[src/rtl/vga_pong_graph_pkg.sv]
// Shared geometry, colours and game-state encoding for the pong pixel generator.
// Used by both the plain build and the VGA_ROUND_BALL_EN build.
package vga_pong_graph_pkg;

    typedef logic [9:0]  coord_t;
    typedef logic [11:0] rgb_t;
    typedef logic [5:0]  serve_cnt_t;

    localparam coord_t H_DISPLAY = 10'd640;
    localparam coord_t V_DISPLAY = 10'd480;
    localparam coord_t REFR_ROW  = 10'd481;

    localparam coord_t WALL_X_L  = 10'd32;
    localparam coord_t WALL_X_R  = 10'd35;
    localparam coord_t PAD_X_L   = 10'd600;
    localparam coord_t PAD_X_R   = 10'd603;
    localparam coord_t PAD_H     = 10'd72;
    localparam coord_t PAD_V     = 10'd4;
    localparam coord_t BALL_SIZE = 10'd8;
    localparam coord_t BALL_V    = 10'd2;

    localparam coord_t PAD_Y_RST = 10'd204;
    localparam coord_t BALL_X_C  = 10'd316;
    localparam coord_t BALL_Y_C  = 10'd236;

    // Derived bounds, kept 10 bits wide so no comparison needs widening.
    localparam coord_t PAD_LAST    = PAD_H - 10'd1;
    localparam coord_t BALL_LAST   = BALL_SIZE - 10'd1;
    localparam coord_t PAD_Y_MAX   = V_DISPLAY - PAD_H - PAD_V;
    localparam coord_t Y_BOUNCE    = V_DISPLAY - 10'd1 - BALL_V;
    localparam coord_t WALL_BOUNCE = WALL_X_R + BALL_V;
    localparam coord_t PAD_HIT_LO  = PAD_X_L - BALL_V;
    localparam coord_t BALL_X_MISS = H_DISPLAY - BALL_SIZE;

    localparam serve_cnt_t SERVE_LAST = 6'd59;

    localparam rgb_t COL_WALL  = 12'h00F;
    localparam rgb_t COL_PAD   = 12'h0F0;
    localparam rgb_t COL_BALL  = 12'hF00;
    localparam rgb_t COL_BG    = 12'hFFF;
    localparam rgb_t COL_BLACK = 12'h000;

    typedef enum logic [1:0] {
        ST_SERVE = 2'd0,
        ST_PLAY  = 2'd1,
        ST_MISS  = 2'd2
    } game_state_e;

    function automatic logic in_span(input coord_t v, input coord_t lo, input coord_t hi);
        return (v >= lo) && (v <= hi);
    endfunction

endpackage

[src/rtl/vga_pong_graph_if.sv]
// Pixel-stream bundle between the VGA sync stage (master) and the pong pixel generator (slave).
interface vga_pong_graph_if;
    import vga_pong_graph_pkg::*;

    logic   p_tick;
    logic   video_on;
    coord_t pixel_x;
    coord_t pixel_y;
    logic   hsync_in;
    logic   vsync_in;
    rgb_t   rgb;
    logic   hsync;
    logic   vsync;

    modport master (
        output p_tick, video_on, pixel_x, pixel_y, hsync_in, vsync_in,
        input  rgb, hsync, vsync
    );

    modport slave (
        input  p_tick, video_on, pixel_x, pixel_y, hsync_in, vsync_in,
        output rgb, hsync, vsync
    );

endinterface

[src/rtl/vga_pong_graph_ball_rom.sv]
// 8x8 circular ball bitmap; only compiled when VGA_ROUND_BALL_EN is defined.
`ifdef VGA_ROUND_BALL_EN
module vga_ball_rom (
    input  logic [2:0] row,
    input  logic [2:0] col,
    output logic       pix
);

    logic [7:0] line;

    always_comb begin
        line = 8'h00;
        case (row)
            3'd0:    line = 8'b0011_1100;
            3'd1:    line = 8'b0111_1110;
            3'd6:    line = 8'b0111_1110;
            3'd7:    line = 8'b0011_1100;
            default: line = 8'b1111_1111;
        endcase
        pix = line[col];
    end

endmodule
`endif

[src/rtl/vga_pong_graph.sv]
// Pong pixel generator: wall, paddle and bouncing ball, with per-frame motion and registered RGB.
// Define VGA_ROUND_BALL_EN to mask the ball with a round bitmap instead of a solid square.
module vga_pong_graph
    import vga_pong_graph_pkg::*;
(
    input  logic            clk,
    input  logic            reset,
    vga_pong_graph_if.slave vif,
    input  logic            btn_up,
    input  logic            btn_down,
    output logic [3:0]      miss_cnt
);

    game_state_e state_q, state_d;
    serve_cnt_t  serve_cnt_q, serve_cnt_d;
    coord_t      pad_y_q, pad_y_d;
    coord_t      ball_x_q, ball_x_d;
    coord_t      ball_y_q, ball_y_d;
    logic        dx_neg_q, dx_neg_d;
    logic        dy_neg_q, dy_neg_d;
    logic [3:0]  miss_cnt_q, miss_cnt_d;
    rgb_t        rgb_q, rgb_d;
    logic        hsync_q, vsync_q;

    logic   refr_tick;
    coord_t ball_r, ball_b, pad_b;
    logic   pad_rows_hit, dx_neg_new, dy_neg_new;
    coord_t ball_x_mv, ball_y_mv;
    logic   wall_on, pad_on, ball_box, ball_on;

    assign refr_tick = vif.p_tick && (vif.pixel_x == '0) && (vif.pixel_y == REFR_ROW);
    assign ball_r    = ball_x_q + BALL_LAST;
    assign ball_b    = ball_y_q + BALL_LAST;
    assign pad_b     = pad_y_q + PAD_LAST;

    always_comb begin
        pad_y_d = pad_y_q;
        if (refr_tick) begin
            if (btn_up && !btn_down && (pad_y_q >= PAD_V))
                pad_y_d = pad_y_q - PAD_V;
            else if (btn_down && !btn_up && (pad_y_q <= PAD_Y_MAX))
                pad_y_d = pad_y_q + PAD_V;
        end
    end

    // Bounce decisions use pre-tick positions; the move then applies the new direction.
    always_comb begin
        dy_neg_new = dy_neg_q;
        if (ball_y_q <= BALL_V)
            dy_neg_new = 1'b0;
        else if (ball_b >= Y_BOUNCE)
            dy_neg_new = 1'b1;

        pad_rows_hit = (ball_y_q <= pad_b) && (ball_b >= pad_y_q);
        dx_neg_new   = dx_neg_q;
        if (ball_x_q <= WALL_BOUNCE)
            dx_neg_new = 1'b0;
        else if (in_span(ball_r, PAD_HIT_LO, PAD_X_L) && pad_rows_hit)
            dx_neg_new = 1'b1;

        ball_x_mv = dx_neg_new ? (ball_x_q - BALL_V) : (ball_x_q + BALL_V);
        ball_y_mv = dy_neg_new ? (ball_y_q - BALL_V) : (ball_y_q + BALL_V);
    end

    always_comb begin
        state_d     = state_q;
        serve_cnt_d = serve_cnt_q;
        ball_x_d    = ball_x_q;
        ball_y_d    = ball_y_q;
        dx_neg_d    = dx_neg_q;
        dy_neg_d    = dy_neg_q;
        miss_cnt_d  = miss_cnt_q;
        if (refr_tick) begin
            case (state_q)
                ST_SERVE: begin
                    ball_x_d = BALL_X_C;
                    ball_y_d = BALL_Y_C;
                    dx_neg_d = 1'b0;
                    dy_neg_d = 1'b0;
                    if (serve_cnt_q == SERVE_LAST) begin
                        state_d     = ST_PLAY;
                        serve_cnt_d = '0;
                    end else begin
                        serve_cnt_d = serve_cnt_q + 6'd1;
                    end
                end
                ST_PLAY: begin
                    ball_x_d = ball_x_mv;
                    ball_y_d = ball_y_mv;
                    dx_neg_d = dx_neg_new;
                    dy_neg_d = dy_neg_new;
                    if (ball_x_mv >= BALL_X_MISS)
                        state_d = ST_MISS;
                end
                ST_MISS: begin
                    if (miss_cnt_q != 4'd15)
                        miss_cnt_d = miss_cnt_q + 4'd1;
                    ball_x_d    = BALL_X_C;
                    ball_y_d    = BALL_Y_C;
                    dx_neg_d    = 1'b0;
                    dy_neg_d    = 1'b0;
                    serve_cnt_d = '0;
                    state_d     = ST_SERVE;
                end
                default: state_d = ST_SERVE;
            endcase
        end
    end

    assign wall_on  = in_span(vif.pixel_x, WALL_X_L, WALL_X_R);
    assign pad_on   = in_span(vif.pixel_x, PAD_X_L, PAD_X_R) && in_span(vif.pixel_y, pad_y_q, pad_b);
    assign ball_box = (state_q != ST_MISS) && in_span(vif.pixel_x, ball_x_q, ball_r)
                      && in_span(vif.pixel_y, ball_y_q, ball_b);

`ifdef VGA_ROUND_BALL_EN
    logic [2:0] rom_row, rom_col;
    logic       rom_pix;

    // Offsets modulo 8 are exact inside the ball box, so only the low bits are needed.
    assign rom_row = vif.pixel_y[2:0] - ball_y_q[2:0];
    assign rom_col = vif.pixel_x[2:0] - ball_x_q[2:0];

    vga_ball_rom u_ball_rom (
        .row (rom_row),
        .col (rom_col),
        .pix (rom_pix)
    );

    assign ball_on = ball_box && rom_pix;
`else
    assign ball_on = ball_box;
`endif

    always_comb begin
        rgb_d = COL_BLACK;
        if (vif.video_on) begin
            if (wall_on)
                rgb_d = COL_WALL;
            else if (pad_on)
                rgb_d = COL_PAD;
            else if (ball_on)
                rgb_d = COL_BALL;
            else
                rgb_d = COL_BG;
        end
    end

    always_ff @(posedge clk) begin
        if (reset) begin
            state_q     <= ST_SERVE;
            serve_cnt_q <= '0;
            pad_y_q     <= PAD_Y_RST;
            ball_x_q    <= BALL_X_C;
            ball_y_q    <= BALL_Y_C;
            dx_neg_q    <= 1'b0;
            dy_neg_q    <= 1'b0;
            miss_cnt_q  <= '0;
            rgb_q       <= COL_BLACK;
            hsync_q     <= 1'b0;
            vsync_q     <= 1'b0;
        end else begin
            state_q     <= state_d;
            serve_cnt_q <= serve_cnt_d;
            pad_y_q     <= pad_y_d;
            ball_x_q    <= ball_x_d;
            ball_y_q    <= ball_y_d;
            dx_neg_q    <= dx_neg_d;
            dy_neg_q    <= dy_neg_d;
            miss_cnt_q  <= miss_cnt_d;
            rgb_q       <= rgb_d;
            hsync_q     <= vif.hsync_in;
            vsync_q     <= vif.vsync_in;
        end
    end

    assign vif.rgb   = rgb_q;
    assign vif.hsync = hsync_q;
    assign vif.vsync = vsync_q;
    assign miss_cnt  = miss_cnt_q;

endmodule
[src/flat_wrapper.sv]
// flat-port wrapper written by rule: the top's interface ports become plain ports
module vga_pong_graph_flat import vga_pong_graph_pkg::*;
  (clk, reset, btn_up, btn_down, miss_cnt, vif_p_tick, vif_video_on, vif_pixel_x, vif_pixel_y, vif_hsync_in, vif_vsync_in, vif_rgb, vif_hsync, vif_vsync);
  vga_pong_graph_if vif_i ();
  input  logic clk;
  input  logic reset;
  input  logic btn_up;
  input  logic btn_down;
  output logic [3:0] miss_cnt;
  input wire logic [$bits(vif_i.p_tick)-1:0] vif_p_tick;
  input wire logic [$bits(vif_i.video_on)-1:0] vif_video_on;
  input wire logic [$bits(vif_i.pixel_x)-1:0] vif_pixel_x;
  input wire logic [$bits(vif_i.pixel_y)-1:0] vif_pixel_y;
  input wire logic [$bits(vif_i.hsync_in)-1:0] vif_hsync_in;
  input wire logic [$bits(vif_i.vsync_in)-1:0] vif_vsync_in;
  output wire logic [$bits(vif_i.rgb)-1:0] vif_rgb;
  output wire logic [$bits(vif_i.hsync)-1:0] vif_hsync;
  output wire logic [$bits(vif_i.vsync)-1:0] vif_vsync;
  assign vif_i.p_tick = vif_p_tick;
  assign vif_i.video_on = vif_video_on;
  assign vif_i.pixel_x = vif_pixel_x;
  assign vif_i.pixel_y = vif_pixel_y;
  assign vif_i.hsync_in = vif_hsync_in;
  assign vif_i.vsync_in = vif_vsync_in;
  assign vif_rgb = vif_i.rgb;
  assign vif_hsync = vif_i.hsync;
  assign vif_vsync = vif_i.vsync;
  vga_pong_graph u_core (.clk(clk), .reset(reset), .vif(vif_i), .btn_up(btn_up), .btn_down(btn_down), .miss_cnt(miss_cnt));
endmodule
[config.mk]
export PLATFORM = sky130hd
export DESIGN_NAME = vga_pong_graph_flat
export DESIGN_NICKNAME = d
export VERILOG_FILES = /design/src/rtl/vga_pong_graph_pkg.sv /design/src/rtl/vga_pong_graph_if.sv /design/src/rtl/vga_pong_graph_ball_rom.sv /design/src/rtl/vga_pong_graph.sv /design/src/flat_wrapper.sv
export SDC_FILE = /design/constraint.sdc
export NUM_CORES = 1
export LEC_CHECK = 0
export BUFFER_PORTS_ARGS = -buffer_cell sky130_fd_sc_hd__clkbuf_2
export CAP_MARGIN = 20
export CORE_UTILIZATION = 65
export CTS_CLUSTER_SIZE = 24
export DETAILED_ROUTE_END_ITERATION = 12
export PLACE_DENSITY = 0.9
export SYNTH_ARGS = -nofsm -noshare
export SYNTH_HDL_FRONTEND = slang
export SYNTH_SLANG_ARGS = --single-unit
[constraint.sdc]
create_clock -name clk -period 7.63 [get_ports clk]
set_input_delay 1.9075 -clock clk [delete_from_list [all_inputs] [get_ports clk]]
set_output_delay 1.9075 -clock clk [all_outputs]
set_load 0.1 [all_outputs]
==> impl_metrics.tcl <==
set metrics [dict create \
    period_needed_ns 5.30 \
    seq_area_sq_um 901 \
    yosysSeqAreaShare_pct 18.4 \
    syn_inst 614 \
    clkTransAtPathRegs_ns 0.10 \
    rows 31 \
    num-fill-cells 596 \
    synthTopCellsByArea "ha_1 21%, dfxtp_1 18%, xnor2_1 5.9%" \
    slowest_stage "dfxtp_1" \
    worstSetupStartpointType "register" \
    grt_pass1_wl_um 20700 \
    diodes 0 \
    dp_hpwl_um 10100 \
    clock_sinks 45 \
    routedWlPerCell_um 17.1 \
    post-place-ws_ns 2.42 \
    fmax_ghz 0.189 \
    status "finished, final reports clean" \
    fin_tns_setup_ns 0 \
    slew_viol_final 0 \
    synth_warnings 0 \
    cts_setup_buffers 0 \
    route.vias.total 4729 \
    htreeDepth 2 \
    layout-drive-gt1-share_pct 11.7 \
    synth_edf_count 0 \
    critPathRequiredTime_ns 7.86 \
    nets 749 \
    post-synth-top-area-cell "ha_1" \
    cts_buffers 5 \
    gr-total-overflow 0 \
    syn_nets 724 \
    cts_tree "yes" \
    cpMostUsedCell "ha_1" \
    vdd_drop_max_mv 0.0932 \
    area_delta_synth_final_pct 5.82 \
    die_w_um 88.8 \
    port_buffers 45 \
    drc 0 \
    vias_per_cell 6.40 \
    hold_viol 0 \
    setup_ws_ns 2.33 \
    clock_skew_ns 0.0111 \
    initial_core_util_pct 67.6 \
    grt_max_degree 22 \
    dieArea_sq_um 7890 \
    crit_family "compound AO/OA/AOI/OAI gates" \
    postSynthAreaPerCell_sq_um 7.98 \
    netlist-cell-type-count 74 \
    rsz0062_at_grt "no" \
    synth_seq_cells 45 \
    synth_common_cells "81 x ha_1, 51 x nor2_1, 45 x dfxtp_1" \
    max_slew_margin_pct 46.9 \
    cpPeakStageDelay_ns 0.46 \
    crit_fanout 12 \
    postCtsHoldBufs 0 \
    setup_viol 0 \
    critPathKind "register to register" \
    antenna_found_initial 0 \
    grt_pass1_vias 4382 \
    p_leak_uw 0.00227 \
    placed_area_sq_um 5090 \
    ys.flop_type "dfxtp_1" \
    power_density_nw_per_um2 94.7 \
    drtPass1Iterations 5 \
    fin_util_pct 71.5 \
    post_cts_resized 0 \
    ys_async_sr_fraction_pct 0 \
    crit_arrival_ns 5.54 \
    crit_buf_inv 1 \
    holdCritPathClass "register to register" \
    die_y_um 88.8 \
    dr.first_iter.drc_count 365 \
    drtAntennaViolNets 0 \
    drt-total-wl_um 12600 \
    clock_latency_ns 0.31 \
    num_io_pins 46 \
    cts-root-buf "clkbuf_8" \
    grt_use_total_pct 33.9 \
    place_congestion 0.982 \
    synth_most_common_cell "ha_1" \
    multi_input_area_sq_um 3670 \
    clockBufferDepth 2 \
    fin_crit_sh_pct 69.5 \
    endpoint_kind "register" \
    tightest_slew_ns 0.794 \
    coreArea_sq_um 7250 \
    yosysTopAreaCellShare_pct 20.7 \
    syn_area_sq_um 4900 \
    crit_chain "inv_1 -> ha_1 -> o31a_1 -> or2_2 -> ha_1 -> o21a_1 -> o221ai_1 -> a221o_1 -> a211oi_2 -> a31o_4 -> o21a_1 -> ha_1 -> o21ai_0 -> a21oi_1 -> o211a_1 -> o21ai_0 -> nand3_1 -> a211o_1 -> and3_1 -> a211oi_2" \
    maxCapViolations 0 \
    finish.instance_area_sq_um 5190 \
]
[metrics by stage]
| step | hold WS, ns | power [uW] | std cells |
|---|---|---|---|
| 5_1_grt | 0.540 | 511 | 739 |
| 3_5_place_dp | 0.496 | 337 | 731 |
| 6_report | 0.508 | 491 | 739 |
| 2_1_floorplan | 0.458 | 313 | 614 |
| 3_3_place_gp | 0.471 | 334 | 731 |
| 4_1_cts | 0.509 | 492 | 739 |
[layout by cell type (no fill, tap or decap), types with 5 or more instances in the layout]
cell / Yosys / final
ha_1: 81 / 81
nor2_1: 51 / 51
clkbuf_2: 0 / 45
dfxtp_1: 45 / 45
inv_1: 43 / 43
nand2_1: 43 / 43
xnor2_1: 33 / 33
a21oi_1: 32 / 32
o21ai_0: 31 / 31
nand3_1: 19 / 19
nand4_1: 18 / 18
nor3_1: 16 / 16
nand2b_1: 12 / 12
o21a_1: 9 / 9
nor2b_1: 9 / 9
and3_1: 9 / 9
xor2_1: 9 / 9
o211ai_1: 8 / 8
nor4_1: 8 / 8
mux2i_1: 7 / 7
or3_1: 6 / 6
a21o_1: 6 / 6
o2111ai_1: 5 / 5
o21ai_1: 5 / 5
clkbuf_8: 0 / 5
[area by class of cell]
cell class | count | share of cell area, %
Clock buffer | 5 | 1.33
Clock inverter | 3 | 0.482
Inverter | 45 | 3.26
Multi-Input combinational cell | 497 | 70.8
Sequential cell | 45 | 17.4
Tap cell | 99 | 2.39
Timing Repair Buffer | 45 | 4.34
[flip-flops by register name, summed over array words and instances, names as in the netlist, 2 cells and up]
signal              cells
u_core.ball_y_q         9
u_core.state_q          2
u_core.miss_cnt         4
u_core.vif.rgb          3
u_core.ball_x_q         9
u_core.pad_y_q          8
u_core.serve_cnt_q      6
[final timing paths]
kind,from,end,slack (ns),cells after the start
setup reg to reg,u_core.ball_y_q[2]$_SDFFE_PP1P_,u_core.state_q[1]$_SDFFE_PP0P_,2.33,20
hold reg to reg,u_core.serve_cnt_q[1]$_SDFFE_PP0P_,u_core.serve_cnt_q[1]$_SDFFE_PP0P_,0.51,2
setup / recovery,u_core.ball_y_q[2]$_SDFFE_PP1P_,u_core.state_q[1]$_SDFFE_PP0P_,2.33,20
hold / removal,u_core.serve_cnt_q[1]$_SDFFE_PP0P_,u_core.serve_cnt_q[1]$_SDFFE_PP0P_,0.51,2
[worst min-delay path: cells and delay by family (launching register included)]
family	cells	cell delay [ns]
flops	1	0.33
compound gates	2	0.14
[kinds of logic after synthesis]
group	synth area share, %
flip-flops	18.4
adder cells (fa/ha/maj)	21.7
multiplexers	1.43
XOR/XNOR	8.86
AO/OA/AOI/OAI	19.3
AND/OR/NAND/NOR	23.7
buffers and inverters	6.66
[power by group]
part / internal, uW / leakage [uW] / switching [uW]
clock network: 66.3 / 0.0000447 / 91.5
logic: 26.1 / 0.00186 / 66.2
registers: 237 / 0.000364 / 4.12
[routing by layer]
layer	wire length [um]	global-route usage, %
met1	5620	44.5
met2	5610	54.6
met3	1010	7.09
met4	401	12.9
met5	0	0
(Power assumes the default switching activity.)
